==> src/rtl/red_pitaya_na_sweep_ctrl_if.sv <==
// Bus master link between the network-analyser sweep controller and the IQ block.
// The controller uses the master modport; the IQ block (or a bench model) uses the slave modport.
interface red_pitaya_na_sweep_ctrl_if;
   logic [15:0] m_addr_o;
   logic        m_wen_o;
   logic        m_ren_o;
   logic [31:0] m_wdata_o;
   logic        m_ack_i;
   logic [31:0] m_rdata_i;

   modport master (
      output m_addr_o, m_wen_o, m_ren_o, m_wdata_o,
      input  m_ack_i, m_rdata_i
   );

   modport slave (
      input  m_addr_o, m_wen_o, m_ren_o, m_wdata_o,
      output m_ack_i, m_rdata_i
   );
endinterface

==> src/rtl/red_pitaya_na_sweep_ctrl.sv <==
// Frequency sweep sequencer: per point, program the IQ frequency, poll until ready, read I/Q, emit a result.
// Optional ack timeout with sticky err_o is enabled by defining NA_SWEEP_TIMEOUT_EN.
//
// state   | meaning
// IDLE    | waiting for start_i
// WR_FREQ | frequency write to 0x108 outstanding
// POLL    | status read of 0x140 outstanding, bit31 set means not ready yet
// RD_IH   | read of 0x144 outstanding (I[61:31])
// RD_QL   | read of 0x148 outstanding (Q[30:0])
// RD_QH   | read of 0x14C outstanding (Q[61:31])
// EMIT    | result presented, waiting for res_ready_i
// NEXT    | advance to the next point or finish
module red_pitaya_na_sweep_ctrl #(
   parameter int PHASEBITS = 32,
   parameter int POINTBITS = 16,
   parameter int TIMEOUT   = 64
) (
   input  logic                   clk_i,
   input  logic                   rstn_i,
   input  logic                   start_i,
   input  logic                   abort_i,
   input  logic [PHASEBITS-1:0]   f_start_i,
   input  logic [PHASEBITS-1:0]   f_step_i,
   input  logic [POINTBITS-1:0]   n_points_i,
   red_pitaya_na_sweep_ctrl_if.master bus,
   output logic                   res_valid_o,
   input  logic                   res_ready_i,
   output logic [POINTBITS-1:0]   res_idx_o,
   output logic [61:0]            res_i_o,
   output logic [61:0]            res_q_o,
   output logic                   busy_o,
   output logic                   done_o,
   output logic                   err_o
);

   localparam logic [15:0] ADDR_FREQ = 16'h0108;
   localparam logic [15:0] ADDR_STAT = 16'h0140;
   localparam logic [15:0] ADDR_IH   = 16'h0144;
   localparam logic [15:0] ADDR_QL   = 16'h0148;
   localparam logic [15:0] ADDR_QH   = 16'h014C;

   typedef enum logic [2:0] {
      IDLE, WR_FREQ, POLL, RD_IH, RD_QL, RD_QH, EMIT, NEXT
   } state_t;

   state_t               state;
   logic [PHASEBITS-1:0] freq_q;
   logic [PHASEBITS-1:0] step_q;
   logic [POINTBITS-1:0] n_pts_q;
   logic [POINTBITS-1:0] idx_q;
   logic [61:0]          i_q;
   logic [30:0]          q_lo_q;

   // A zero wait limit would make the reload value underflow.
   if (TIMEOUT < 1) begin : g_timeout_range
      $error("TIMEOUT must be at least 1");
   end

`ifdef NA_SWEEP_TIMEOUT_EN
   localparam int TW = $clog2(TIMEOUT + 1);
   localparam logic [TW-1:0] TMO_LOAD = TW'(TIMEOUT - 1);

   logic [TW-1:0] tmo_q;
   logic          access_state;
   logic          tmo_hit;

   assign access_state = (state == WR_FREQ) || (state == POLL) || (state == RD_IH) ||
                         (state == RD_QL)   || (state == RD_QH);
   assign tmo_hit      = access_state && !bus.m_ack_i && (tmo_q == '0);

   // Every strobe leaves from IDLE, NEXT or an ack edge, so reloading there arms the wait window.
   always_ff @(posedge clk_i or negedge rstn_i) begin
      if (!rstn_i) begin
         tmo_q <= '0;
      end else if (!access_state || bus.m_ack_i) begin
         tmo_q <= TMO_LOAD;
      end else if (tmo_q != '0) begin
         tmo_q <= tmo_q - 1'b1;
      end
   end
`else
   assign err_o = 1'b0;
`endif

   always_ff @(posedge clk_i or negedge rstn_i) begin
      if (!rstn_i) begin
         state          <= IDLE;
         freq_q         <= '0;
         step_q         <= '0;
         n_pts_q        <= '0;
         idx_q          <= '0;
         i_q            <= '0;
         q_lo_q         <= '0;
         bus.m_addr_o   <= '0;
         bus.m_wdata_o  <= '0;
         bus.m_wen_o    <= 1'b0;
         bus.m_ren_o    <= 1'b0;
         res_valid_o    <= 1'b0;
         res_idx_o      <= '0;
         res_i_o        <= '0;
         res_q_o        <= '0;
         busy_o         <= 1'b0;
         done_o         <= 1'b0;
`ifdef NA_SWEEP_TIMEOUT_EN
         err_o          <= 1'b0;
`endif
      end else begin
         done_o      <= 1'b0;
         bus.m_wen_o <= 1'b0;
         bus.m_ren_o <= 1'b0;
         if (abort_i) begin
            state       <= IDLE;
            busy_o      <= 1'b0;
            res_valid_o <= 1'b0;
         end else begin
            case (state)
               IDLE: begin
                  if (start_i) begin
                     freq_q  <= f_start_i;
                     step_q  <= f_step_i;
                     n_pts_q <= n_points_i;
                     idx_q   <= '0;
`ifdef NA_SWEEP_TIMEOUT_EN
                     err_o   <= 1'b0;
`endif
                     if (n_points_i == '0) begin
                        done_o <= 1'b1;
                     end else begin
                        busy_o        <= 1'b1;
                        state         <= WR_FREQ;
                        bus.m_wen_o   <= 1'b1;
                        bus.m_addr_o  <= ADDR_FREQ;
                        bus.m_wdata_o <= 32'(f_start_i);
                     end
                  end
               end
               WR_FREQ: begin
                  if (bus.m_ack_i) begin
                     state         <= POLL;
                     bus.m_ren_o   <= 1'b1;
                     bus.m_addr_o  <= ADDR_STAT;
                     bus.m_wdata_o <= '0;
                  end
               end
               POLL: begin
                  if (bus.m_ack_i) begin
                     bus.m_ren_o <= 1'b1;
                     if (!bus.m_rdata_i[31]) begin
                        i_q[30:0]    <= bus.m_rdata_i[30:0];
                        state        <= RD_IH;
                        bus.m_addr_o <= ADDR_IH;
                     end
                  end
               end
               RD_IH: begin
                  if (bus.m_ack_i) begin
                     i_q[61:31]   <= bus.m_rdata_i[30:0];
                     state        <= RD_QL;
                     bus.m_ren_o  <= 1'b1;
                     bus.m_addr_o <= ADDR_QL;
                  end
               end
               RD_QL: begin
                  if (bus.m_ack_i) begin
                     q_lo_q       <= bus.m_rdata_i[30:0];
                     state        <= RD_QH;
                     bus.m_ren_o  <= 1'b1;
                     bus.m_addr_o <= ADDR_QH;
                  end
               end
               RD_QH: begin
                  if (bus.m_ack_i) begin
                     state       <= EMIT;
                     res_valid_o <= 1'b1;
                     res_idx_o   <= idx_q;
                     res_i_o     <= i_q;
                     res_q_o     <= {bus.m_rdata_i[30:0], q_lo_q};
                  end
               end
               EMIT: begin
                  if (res_ready_i) begin
                     res_valid_o <= 1'b0;
                     state       <= NEXT;
                  end
               end
               NEXT: begin
                  if (idx_q == n_pts_q - 1'b1) begin
                     done_o <= 1'b1;
                     busy_o <= 1'b0;
                     state  <= IDLE;
                  end else begin
                     freq_q        <= freq_q + step_q;
                     idx_q         <= idx_q + 1'b1;
                     state         <= WR_FREQ;
                     bus.m_wen_o   <= 1'b1;
                     bus.m_addr_o  <= ADDR_FREQ;
                     bus.m_wdata_o <= 32'(freq_q + step_q);
                  end
               end
               default: state <= IDLE;
            endcase
`ifdef NA_SWEEP_TIMEOUT_EN
            if (tmo_hit) begin
               err_o  <= 1'b1;
               busy_o <= 1'b0;
               state  <= IDLE;
            end
`endif
         end
      end
   end

endmodule
==> src/flat_wrapper.sv <==
// flat-port wrapper written by rule: the top's interface ports become plain ports
module red_pitaya_na_sweep_ctrl_flat 
#(
   parameter int PHASEBITS = 32,
   parameter int POINTBITS = 16,
   parameter int TIMEOUT   = 64
)
  (clk_i, rstn_i, start_i, abort_i, f_start_i, f_step_i, n_points_i, res_valid_o, res_ready_i, res_idx_o, res_i_o, res_q_o, busy_o, done_o, err_o, bus_m_addr_o, bus_m_wen_o, bus_m_ren_o, bus_m_wdata_o, bus_m_ack_i, bus_m_rdata_i);
  red_pitaya_na_sweep_ctrl_if bus_i ();
  input  logic clk_i;
  input  logic rstn_i;
  input  logic start_i;
  input  logic abort_i;
  input  logic [PHASEBITS-1:0] f_start_i;
  input  logic [PHASEBITS-1:0] f_step_i;
  input  logic [POINTBITS-1:0] n_points_i;
  output logic res_valid_o;
  input  logic res_ready_i;
  output logic [POINTBITS-1:0] res_idx_o;
  output logic [61:0] res_i_o;
  output logic [61:0] res_q_o;
  output logic busy_o;
  output logic done_o;
  output logic err_o;
  output wire logic [$bits(bus_i.m_addr_o)-1:0] bus_m_addr_o;
  output wire logic [$bits(bus_i.m_wen_o)-1:0] bus_m_wen_o;
  output wire logic [$bits(bus_i.m_ren_o)-1:0] bus_m_ren_o;
  output wire logic [$bits(bus_i.m_wdata_o)-1:0] bus_m_wdata_o;
  input wire logic [$bits(bus_i.m_ack_i)-1:0] bus_m_ack_i;
  input wire logic [$bits(bus_i.m_rdata_i)-1:0] bus_m_rdata_i;
  assign bus_m_addr_o = bus_i.m_addr_o;
  assign bus_m_wen_o = bus_i.m_wen_o;
  assign bus_m_ren_o = bus_i.m_ren_o;
  assign bus_m_wdata_o = bus_i.m_wdata_o;
  assign bus_i.m_ack_i = bus_m_ack_i;
  assign bus_i.m_rdata_i = bus_m_rdata_i;
  red_pitaya_na_sweep_ctrl #(.PHASEBITS(PHASEBITS), .POINTBITS(POINTBITS), .TIMEOUT(TIMEOUT)) u_core (.clk_i(clk_i), .rstn_i(rstn_i), .start_i(start_i), .abort_i(abort_i), .f_start_i(f_start_i), .f_step_i(f_step_i), .n_points_i(n_points_i), .bus(bus_i), .res_valid_o(res_valid_o), .res_ready_i(res_ready_i), .res_idx_o(res_idx_o), .res_i_o(res_i_o), .res_q_o(res_q_o), .busy_o(busy_o), .done_o(done_o), .err_o(err_o));
endmodule
==> config.mk <==
export PLATFORM = sky130hd
export DESIGN_NAME = red_pitaya_na_sweep_ctrl_flat
export DESIGN_NICKNAME = d
export VERILOG_FILES = /design/src/rtl/red_pitaya_na_sweep_ctrl_if.sv /design/src/rtl/red_pitaya_na_sweep_ctrl.sv /design/src/flat_wrapper.sv
export SDC_FILE = /design/constraint.sdc
export NUM_CORES = 1
export LEC_CHECK = 0
export ABC_CLOCK_PERIOD_IN_PS = 3600
export CELL_PAD_IN_SITES_DETAIL_PLACEMENT = 1
export CELL_PAD_IN_SITES_GLOBAL_PLACEMENT = 2
export CORE_UTILIZATION = 35
export CTS_BUF_LIST = sky130_fd_sc_hd__clkbuf_16
export DETAILED_ROUTE_END_ITERATION = 12
export PLACE_DENSITY_LB_ADDON = 0.05
export SYNTH_ARGS = -nofsm -noshare
export SYNTH_HDL_FRONTEND = slang
export SYNTH_SLANG_ARGS = --single-unit
==> constraint.sdc <==
create_clock -name clk_i -period 3.6 [get_ports clk_i]
set_input_delay 1.08 -clock clk_i [delete_from_list [all_inputs] [get_ports clk_i]]
set_output_delay 1.08 -clock clk_i [all_outputs]
set_load 0.005 [all_outputs]
==> results of run 1 <==
-- flip-flops by register name, summed over array words and instances, names as in the netlist --
register / flops
u_core.bus.m_addr_o: 4
u_core.bus.m_ren_o: 1
u_core.bus.m_wdata_o: 32
u_core.bus.m_wen_o: 1
u_core.busy_o: 1
u_core.done_o: 1
u_core.freq_q: 32
u_core.i_q: 62
u_core.idx_q: 16
u_core.n_pts_q: 16
u_core.q_lo_q: 31
u_core.res_i_o: 62
u_core.res_idx_o: 16
u_core.res_q_o: 62
u_core.res_valid_o: 1
u_core.state: 3
u_core.step_q: 32
-- synthesized netlist by cell type, types with 5 or more instances --
master    number  area [sq um]
inv_1         25          93.8
clkbuf_1      49           184
nor2_1        92           345
xor2_1        17           149
ha_1          37           463
o21a_1         5          37.5
a31oi_1       26           163
nor4_1         7          43.8
xnor2_1       40           350
a21oi_1       53           265
or3_1          5          31.3
mux2i_1        9          90.1
o211ai_1       8          60.1
nand4_1       10          62.6
nand2b_1       6          37.5
and3_1         7          43.8
buf_1          6          22.5
a22oi_1       11          82.6
dfrtp_1      373          9330
nor3_1        34           170
nor2b_1        7          43.8
a21o_1        12          90.1
nand3_1       17          85.1
and2_1         5          31.3
buf_4         19           143
nand2_1       94           353
buf_2          5          25.0
mux2_2       276          3110
a221o_1       20           200
o21ai_0       40           200
a211oi_1       9          67.6
-- worst max-delay path, cell delays in order, from the launching register on --
cell,delay [ns]
dfrtp_1,0.46
inv_1,0.10
ha_1,0.20
nor3b_2,0.49
or4_1,0.20
a221oi_1,0.07
nor3_1,0.30
buf_4,0.19
nor3_2,0.06
a31o_2,0.25
a21oi_4,0.50
buf_12,0.23
nor2_1,0.06
a31oi_1,0.15
-- layout by cell type, fill, tap and decap left out, drive strengths merged, types with 4 or more instances in the layout --
cell type      synthesis  final
o21ai                 41     41
dfrtp                373    373
a211oi                 9      9
clkbuf                49     47
clkinv                 0     22
a31oi                 26     26
ha                    37     37
nand4                 10     10
clkdlybuf4s50          0    297
o21a                   5      5
conb                   1     13
bufinv                 0      5
xor2                  17     17
nor4                  11     11
and3                   7      7
nand2b                 6      6
and2                   5      5
nand3                 17     17
a21oi                 54     54
nor2                  92     92
or3                    5      5
xnor2                 40     40
nor3                  35     35
o211ai                10     10
a221o                 20     20
nor2b                  7      7
a21boi                 4      4
a21o                  12     12
mux2i                  9      9
a22oi                 11     11
buf                   34     50
inv                   25     34
mux2                 276    276
nand2                 95     95
-- kinds of logic (layout without fill, tap and decap cells) --
logic type | Yosys count | count (layout) | synth area share
DFF | 373 | 373 | 0.550
muxes | 285 | 285 | 0.188
AOI/OAI and AO/OA | 220 | 220 | 0.0875
buffers and inverters | 108 | 457 | 0.0302
other | 1 | 15 | 0.000221
and+or+nand+nor | 305 | 305 | 0.0855
xor gates and xnor gates | 57 | 57 | 0.0294
adders and majority gates | 38 | 38 | 0.0285
-- cell type report --
cell class / instances / area, sq um / area share
Sequential cell: 373 / 9330 / 0.414
Multi-Input combinational cell: 918 / 7220 / 0.320
Timing Repair Buffer: 347 / 3580 / 0.159
Clock buffer: 47 / 1180 / 0.0522
Tap cell: 615 / 769 / 0.0341
Clock inverter: 38 / 360 / 0.0160
Inverter: 25 / 93.8 / 0.00416
Antenna cell: 2 / 5.00 / 0.000222
-- final timing paths --
kind                                   startpoint                 endpoint  cells past startpoint
worst max-delay path            u_core.n_pts_q[0]  u_core.bus.m_wdata_o[6]                     13
max in group asynchronous                  rstn_i  u_core.bus.m_wdata_o[4]                      2
worst min register to register   u_core.freq_q[0]         u_core.freq_q[0]                      2
min in group asynchronous                  rstn_i        u_core.step_q[10]                      1
worst min-delay path             u_core.freq_q[0]         u_core.freq_q[0]                      2
worst max register to register  u_core.n_pts_q[0]  u_core.bus.m_wdata_o[6]                     13
-- stage by stage --
step	hold WS, ns	setup WS, ns	power (mW)
final	0.483	0.247	17.5
after global routing	0.512	0.0169	18.7
after CTS	0.493	0.113	17.7
after floorplan	0.442	0.782	10.4
after global placement	0.463	0.0542	12.7
after detailed placement	0.463	0.0368	12.9
-- layer usage --
metal	track usage	wire length, microns	part of all wire
met1	0.272	22100	0.45
met2	0.322	22900	0.46
met3	0.0688	3630	0.074
met4	0.0461	802	0.016
met5	0	27	0.00055
-- power groups by stage --
stage               Sequential (mW)  Clock, mW  Combinational (mW)
floorplan                      6.06          0                4.33
global placement               6.32          0                6.43
CTS                            6.31       4.80                6.59
detailed placement             6.36          0                6.54
global route                   6.46       4.94                7.29
finish                         6.28       4.64                6.56
-- what timing repair did --
item                                    in CTS  in global routing
hold endpoints to repair                     0                  0
buffers inserted                             0                  3
endpoints found under the setup margin       0                 23
gates resized for setup                      0                  2
==> key figures, run 1 <==
Timing
  • Final setup viols: 0
  • Setup TNS: 0 ns
  • Achievable frequency: 0.298 GHz
  • Period utilization: 0.931
  • Pins Over Slew Limit: 0
  • Worst-Margin Slew: 1.09 ns
  • Slew Limit Headroom: 0.272
  • Final worst path period need: 3.35 ns
  • Final hold vios: 0
  • Setup Skew: approximately 0.029 ns
  • RSZ-0062 raised after global routing: no

Worst setup path
  • Worst Path Required: 4.09 ns
  • CP Max Fanout: 22
  • Class of the most critical setup path: reg -> reg
  • Data arrival, critical path: ~3.8 ns
  • FF-to-FF setup slack: between 0.2 and 0.25 ns
  • CP Capture Type: register
  • Nature of the critical path startpoint: register

Run status
  • Status: complete, no violations

Synth
  • Predominant post-synthesis flop cell: dfrtp_1
  • Post-synth EDFFs: 0
  • Netlist cell types: 70
  • Post-Syn Area: 17,000 sq um
  • Async SR Flop Fraction: 1.00
  • Mapped Cells: 1,387
  • Ys Warns: 0
  • Register bit total from synthesis: between 300 and 400
  • Avg Cell Area, Syn: 12.2 sq um
  • Post-synthesis sequential area ratio: 0.550

GRT
  • Largest net degree at the start of global routing: just under 80
  • Initial antenna violation count: 4
  • Tot GR Track Use: 0.205
  • First-pass GRT wire length: 79,100 microns
  • Gr ovfl total: 0
  • Vias in the first global route: 13,300

Clock network
  • Cts bufs inserted: 46
  • Clock tree root buffer cell: clkbuf_16
  • Number of H-tree levels: 2
  • CTS tree: built
  • Clock buffer depth: 3
  • Clock Latency Late Sink: ~0.6 ns
  • Post-CTS Hold Fix Bufs: 0
  • Reg clk slew, reported paths: 0.06 ns
  • Clk sink count: 373

Placed design
  • Number of placed cells counting well taps: 2,275
  • DP HPWL: approximately 35,000 microns
  • Post-DP Area: around 21,000 sq um
  • Port bufs: 298
  • Gpl congestion: 0.813

Power and ir drop
  • Sequential share of power: 0.359
  • PD cells: 776 nW/um^2
  • Static leakage: slightly above 10 nW
  • Sw Ratio: 0.342
  • Internal power: 11.5 mW
  • Max VDD drop: a little under 0.4 mV
  • Gate power share: 0.375
  • Clock network fraction of total power: 0.265
  • Net Sw Power: between 5 and 6 mW

Floorplanning
  • Boundary Pins: 312
  • Die Y: 222 microns
  • Die Wd: around 220 microns
  • Core Footprint: 47,700 sq um
  • Die area: 49,400 sq um
  • Core Rows: 80
  • Starting density of the core: 0.355

Detailed routing
  • Final ANT Viol Nets: 0
  • Via density: 5.11
  • Drt first pass iters: 5
  • DR iter-0 viols: 482
  • # DRC: 0
  • Avg WL per Cell: 20.9 microns
  • Final WL: 49,400 microns
  • Vias: 12,100

Flow run
  • Max_cap viols: 0

Final layout
  • Share of cells above drive strength 1: 0.239
  • Non-Filler Instances: 2,365
  • FILL cells: approximately 5,000
  • Total Nets Final: 1,867
  • Synth-to-layout area growth: 32.9%
  • Util after Layout: 0.472
  • Cell area after layout: 22,500 sq um

Min path
  • Worst hold path type: reg -> reg
(Power assumes the default switching activity.)
==> inputs of run 2 (changes only) <==
--- a/config.mk
+++ b/config.mk
@@ -12,6 +12,7 @@
 export CTS_BUF_LIST = sky130_fd_sc_hd__clkbuf_16
 export DETAILED_ROUTE_END_ITERATION = 12
 export PLACE_DENSITY_LB_ADDON = 0.05
+export SKIP_LAST_GASP = 1
 export SYNTH_ARGS = -nofsm -noshare
 export SYNTH_HDL_FRONTEND = slang
 export SYNTH_SLANG_ARGS = --single-unit
==> run 2 against run 1 <==
  * Worst setup slack lost 0.011 ns
  * Combinational power is essentially flat
  * Routed wire length is essentially flat
  * Sequential power is essentially flat
  * Largest cell class unchanged
==> key figures, run 2 (synthesis gave the netlist of run 1 again) <==
Timing
  • Hold_ws: 0.482 ns (-0.000614 ns)
  • Final hold vios: 0 (unchanged)
  • Pins Over Slew Limit: 0 (unchanged)
  • Setup Skew: 0.0307 ns (+0.00129 ns)
  • Period utilization: 0.934 (+0.00308)
  • Final worst path period need: 3.36 ns (+0.0111 ns)
  • Worst-Margin Slew: 1.09 ns (+0.000283 ns)
  • Final setup viols: 0 (unchanged)
  • Slew Limit Headroom: 0.272 (about the same)
  • Achievable frequency: 0.297 GHz (-0.33%)
  • RSZ-0062 raised after global routing: yes

GRT
  • Tot GR Track Use: 0.205 (unchanged)
  • Gr ovfl total: 0 (unchanged)
  • Largest net degree at the start of global routing: 78 (unchanged)
  • Vias in the first global route: 13,300 (unchanged)
  • First-pass GRT wire length: 79,100 microns (unchanged)
  • Initial antenna violation count: 4 (unchanged)

Detailed routing
  • Avg WL per Cell: 20.9 microns (about the same)
  • DR iter-0 viols: 457 (-5.2%)
  • Final ANT Viol Nets: 0 (unchanged)
  • Final WL: 49,400 microns (about the same)
  • Via density: 5.11 (about the same)
  • Drt first pass iters: 5 (unchanged)
  • Vias: 12,100 (-0.12%)
  • # DRC: 0 (unchanged)

Floorplanning
  • Core Rows: 80 (unchanged)
  • Die Y: 222 microns (unchanged)
  • Starting density of the core: 0.355 (unchanged)
  • Die Wd: 222 microns (unchanged)
  • Die area: 49,400 sq um (unchanged)
  • Core Footprint: 47,700 sq um (unchanged)
  • Boundary Pins: 312 (unchanged)

Worst setup path
  • CP Buf/Inv Count: 3 (unchanged)
  • Data arrival, critical path: 3.85 ns (about the same)
  • CP Capture Type: register
  • Class of the most critical setup path: reg -> reg
  • Critical Path, Cell by Cell: inv_1 -> ha_1 -> nor3b_2 -> or4_1 -> a221oi_1 -> nor3_1 -> buf_4 -> nor3_2 -> a31o_2 -> a21oi_4 -> buf_12 -> nor2_1 -> a31oi_1
  • CP peak stage delay: 0.50 ns (about the same)
  • Slowest cell on crit path: a21oi_4
  • CP top delay family: simple AND/OR/NAND/NOR gates
  • Nature of the critical path startpoint: register
  • CP Max Fanout: 22 (unchanged)
  • Worst Path Required: 4.09 ns (about the same)

Clock network
  • Clk sink count: 373 (unchanged)
  • Reg clk slew, reported paths: 0.06 ns (about the same)
  • Post-CTS Hold Fix Bufs: 0 (unchanged)
  • Cts bufs inserted: 46 (unchanged)
  • Clock buffer depth: 3 (unchanged)
  • Clock tree root buffer cell: clkbuf_16
  • CTS tree: built
  • Number of H-tree levels: 2 (unchanged)
  • Clock Latency Late Sink: 0.59 ns (about the same)

Placed design
  • Post-DP Area: 21,000 sq um (unchanged)
  • DP HPWL: 34,900 microns (unchanged)
  • Gpl congestion: 0.813 (unchanged)
  • Port bufs: 298 (unchanged)

Final layout
  • Total Nets Final: 1,867 (unchanged)
  • Highest-count cells in the layout ignoring fill and taps: 373 x dfrtp_1, 297 x clkdlybuf4s50_1, 276 x mux2_2
  • Share of cells above drive strength 1: 0.239 (unchanged)
  • Cell area after layout: 22,500 sq um (about the same)
  • Util after Layout: 0.472 (about the same)
  • Synth-to-layout area growth: 32.8% (about the same)
  • Most common library cell in the layout ignoring fill and taps: dfrtp_1
  • Biggest regs: u_core.i_q x62, u_core.res_i_o x62, u_core.res_q_o x62

Min path
  • Worst hold path type: reg -> reg

Flow run
  • Max_cap viols: 0 (unchanged)

Power and ir drop
  • Max VDD drop: 0.391 mV (+0.37%)
  • PD cells: 776 nW/um^2 (about the same)
  • Static leakage: 10.1 nW (unchanged)

Run status
  • Status: complete, no violations
-- run 2: cell type report --
type | count | area, sq um
diodes | 1 | 2.50
clock buffers | 47 | 1180
clock inverters | 38 | 360
fillers | 4956 | 25200
inverters | 25 | 93.8
multi-input cells | 918 | 7220
flip-flops and latches | 373 | 9330
well taps | 615 | 769
repair buffers | 347 | 3580
-- run 2: repair_timing --
item,4_1_cts,5_1_grt
resized for setup,0,2
setup endpoints to repair,0,23
setup buffers,0,3
-- run 2: worst min-delay path: stages (launching register included) --
cell	delay (ns)
dfrtp_1	0.35
nand2_1	0.05
nand2_1	0.05
-- run 2: stage by stage --
step / worst slack [ns] / total power, mW / setup TNS (ns) / cells
2_1_floorplan: 0.782 / 10.4 / 0 / 1399
3_3_place_gp: 0.0542 / 12.7 / 0 / 2275
3_5_place_dp: 0.0368 / 12.9 / 0 / 2275
4_1_cts: 0.113 / 17.7 / 0 / 2360
5_1_grt: -0.00300 / 18.7 / -0.00300 / 2363
6_report: 0.236 / 17.5 / 0 / 2364
-- run 2: final timing paths --
check,from,endpoint,slack (ns),cells after the start
worst max-delay path,u_core.n_pts_q[0],u_core.bus.m_wdata_o[6],0.24,13
worst min-delay path,u_core.freq_q[0],u_core.freq_q[0],0.48,2
worst max register to register,u_core.n_pts_q[0],u_core.bus.m_wdata_o[6],0.24,13
worst min register to register,u_core.freq_q[0],u_core.freq_q[0],0.48,2
max in group asynchronous,rstn_i,u_core.bus.m_wdata_o[2],2.24,2
min in group asynchronous,rstn_i,u_core.step_q[10],0.52,1
-- run 2: power by group --
group	internal (mW)	switching (mW)	leakage [nW]
combinational	3.31	3.25	4.48
clock	2.75	1.89	0.774
sequential	5.44	0.843	4.89
-- run 2: per-layer routing --
layer  track usage  routed length, microns  up-vias
met5             0                      27        -
met4        0.0461                     797        6
met3        0.0688                    3580       52
met2         0.322                   22900      240
met1         0.272                   22100     6180
li1              -                       -     5602
==> inputs of run 3 (changes only) <==
--- a/config.mk
+++ b/config.mk
@@ -5,13 +5,13 @@
 export SDC_FILE = /design/constraint.sdc
 export NUM_CORES = 1
 export LEC_CHECK = 0
-export ABC_CLOCK_PERIOD_IN_PS = 3600
 export CELL_PAD_IN_SITES_DETAIL_PLACEMENT = 1
 export CELL_PAD_IN_SITES_GLOBAL_PLACEMENT = 2
 export CORE_UTILIZATION = 35
 export CTS_BUF_LIST = sky130_fd_sc_hd__clkbuf_16
 export DETAILED_ROUTE_END_ITERATION = 12
 export PLACE_DENSITY_LB_ADDON = 0.05
+export RECOVER_POWER = 25
 export SKIP_LAST_GASP = 1
 export SYNTH_ARGS = -nofsm -noshare
 export SYNTH_HDL_FRONTEND = slang
==> run 3 against run 2 <==
  * The flow now finishes with violations (max-capacitance violations, max-slew violations)
  * Register-to-register slack about the same
  * Critical endpoint unchanged
  * Non-clock buffer count unchanged
  * Design area down 0.28%
  * Via count up 0.29%
  * Die area unchanged
  * Clock skew down 0.0011 ns
  * First-iteration DRC count up 0.22%
  * Critical path type unchanged
==> key figures, run 3 (synthesis gave the netlist of run 1 again) <==
Floorplanning
  • Boundary Pins: 312 (unchanged)
  • Die Y: 222 microns (unchanged)
  • Die Wd: 222 microns (unchanged)
  • Die area: 49,400 sq um (unchanged)
  • Core Footprint: 47,700 sq um (unchanged)
  • Core Rows: 80 (unchanged)
  • Starting density of the core: 0.355 (unchanged)

Detailed routing
  • Final WL: 49,400 microns (about the same)
  • Met1 WL: 22,200 microns (+0.17%)
  • WL met3: 3510 microns (-2.0%)
  • Drt first pass iters: 4 (-1)
  • Met2 routed WL: 22,900 microns (about the same)
  • DR iter-0 viols: 458 (+0.22%)
  • Final ANT Viol Nets: 0 (unchanged)
  • Top layer in use: met5
  • # DRC: 0 (unchanged)
  • Via density: 5.12 (+0.29%)
  • Vias: 12,100 (+0.29%)
  • Avg WL per Cell: 20.9 microns (about the same)

Placed design
  • DP HPWL: 34,900 microns (unchanged)
  • Port bufs: 298 (unchanged)
  • Post-DP Area: 21,000 sq um (unchanged)
  • Gpl congestion: 0.813 (unchanged)

Worst setup path
  • CP top delay family: simple AND/OR/NAND/NOR gates
  • Class of the most critical setup path: reg -> reg
  • CP Buf/Inv Count: 3 (unchanged)
  • CP Max Fanout: 22 (unchanged)
  • CP Capture Type: register
  • Critical Path, Cell by Cell: inv_1 -> ha_1 -> nor3b_2 -> or4_1 -> a221oi_1 -> nor3_1 -> buf_4 -> nor3_2 -> a31o_2 -> a21oi_4 -> buf_12 -> nor2_1 -> a31oi_1
  • Worst Path Required: 4.09 ns (about the same)
  • Data arrival, critical path: 3.85 ns (about the same)
  • Slowest cell on crit path: a21oi_4
  • CP peak stage delay: 0.50 ns (about the same)
  • Nature of the critical path startpoint: register

Power and ir drop
  • Max VDD drop: 0.390 mV (-0.29%)
  • Tot Pwr: 17.5 mW (about the same)
  • PD cells: 778 nW/um^2 (+0.24%)
  • Static leakage: 10.1 nW (-0.26%)

Min path
  • Worst hold path type: reg -> reg

Clock network
  • Reg clk slew, reported paths: 0.06 ns (about the same)
  • Clk sink count: 373 (unchanged)
  • Clock Latency Late Sink: 0.59 ns (about the same)
  • Clock buffer depth: 3 (unchanged)
  • Clock tree root buffer cell: clkbuf_16
  • Cts bufs inserted: 46 (unchanged)
  • Number of H-tree levels: 2 (unchanged)
  • CTS tree: built

Final layout
  • Multi-input combinational cell area: 7220 sq um (unchanged)
  • Highest-count cells in the layout ignoring fill and taps: 373 x dfrtp_1, 297 x clkdlybuf4s50_1, 276 x mux2_2
  • Total Nets Final: 1,867 (unchanged)
  • Util after Layout: 0.471 (-0.00131)
  • FILL cells: 4,964 (+0.16%)
  • Share of cells above drive strength 1: 0.238 (-0.00114)
  • Most common library cell in the layout ignoring fill and taps: dfrtp_1
  • Cell area after layout: 22,500 sq um (-0.28%)
  • Biggest regs: u_core.i_q x62, u_core.res_i_o x62, u_core.res_q_o x62
  • Reg area: 9330 sq um (unchanged)
  • Synth-to-layout area growth: 32.5%

Timing
  • Pins Over Slew Limit: 75 (+75)
  • Hold_ws: 0.484 ns (+0.00132 ns)
  • Slew Limit Headroom: -0.468 (-0.740)
  • Final hold vios: 0 (unchanged)
  • Setup TNS: 0 ns (unchanged)
  • Setup Skew: 0.0296 ns (-0.00106 ns)
  • RSZ-0062 raised after global routing: yes
  • Period utilization: 0.933 (-0.00143)
  • Final setup viols: 0 (unchanged)
  • Final worst path period need: 3.36 ns (-0.00514 ns)
  • Worst-Margin Slew: 2.20 ns (+1.11 ns)
  • Achievable frequency: 0.298 GHz (+0.15%)

Flow run
  • Max_cap viols: 1 (+1)

Run status
  • Failing checks: max-capacitance violations, max-slew violations
  • Status: finished with violations

GRT
  • Initial antenna violation count: 4 (unchanged)
  • First-pass GRT wire length: 79,100 microns (unchanged)
  • Vias in the first global route: 13,300 (unchanged)
  • Gr ovfl total: 0 (unchanged)
  • Tot GR Track Use: 0.205 (unchanged)
  • Largest net degree at the start of global routing: 78 (unchanged)
[run 3: cell count changes in the layout (fill, tap and decap cells not counted)]
cell,previous run,this run
buf_4,31,29
buf_8,1,0
clkbuf_2,0,4
buf_12,18,15
clkbuf_1,0,2
[run 3: final cells by class]
type,instances,share of cell area
sequential,373,0.415
multi-input combinational,918,0.321
timing repair buffer,347,0.157
clock buffer,47,0.0523
tap,615,0.0342
clock inverter,38,0.0160
inverter,25,0.00418
antenna,1,0.000111
[run 3: what timing repair did]
| action | 4_1_cts | 5_1_grt |
|---|---|---|
| hold buffers | 0 | 0 |
| setup endpoints to repair | 0 | 23 |
| setup buffers | 0 | 3 |
| hold endpoints to repair | 0 | 0 |
| gates resized for setup | 0 | 2 |
[run 3: metal layers]
metal,vias up,GRT usage
met5,-,0
met4,6,0.0461
met3,52,0.0688
met2,236,0.322
met1,6219,0.272
li1,5602,-
[run 3: path summary, 6_finish.rpt]
path	from	end	slack [ns]	cells after the start
max in group asynchronous	rstn_i	u_core.state[1]	0.63	2
max	u_core.n_pts_q[0]	u_core.bus.m_wdata_o[6]	0.24	13
min in group asynchronous	rstn_i	u_core.step_q[10]	1.16	1
min	u_core.freq_q[0]	u_core.freq_q[0]	0.48	2
max reg2reg	u_core.n_pts_q[0]	u_core.bus.m_wdata_o[6]	0.24	13
min reg2reg	u_core.freq_q[0]	u_core.freq_q[0]	0.48	2
[run 3: per-stage QoR]
step,setup slack (ns),instances
3_3_place_gp,0.0542,2275
6_report,0.241,2364
2_1_floorplan,0.782,1399
5_1_grt,-0.00300,2363
4_1_cts,0.113,2360
3_5_place_dp,0.0368,2275
[run 3: worst reg2reg max path, cell delays in order, from the launching register on]
cell and delay [ns]:
dfrtp_1 0.45, inv_1 0.10, ha_1 0.20, nor3b_2 0.49, or4_1 0.20, a221oi_1 0.07, nor3_1 0.30, buf_4 0.19
nor3_2 0.06, a31o_2 0.25, a21oi_4 0.50, buf_12 0.24, nor2_1 0.07, a31oi_1 0.16
[run 3: where the power goes]
| part | internal [mW] | total, mW | leakage (nW) | switching, mW |
|---|---|---|---|---|
| clock | 2.75 | 4.64 | 0.774 | 1.89 |
| combinational | 3.30 | 6.55 | 4.46 | 3.25 |
| sequential | 5.44 | 6.28 | 4.89 | 0.844 |
| total | 11.5 | 17.5 | 10.1 | 5.99 |
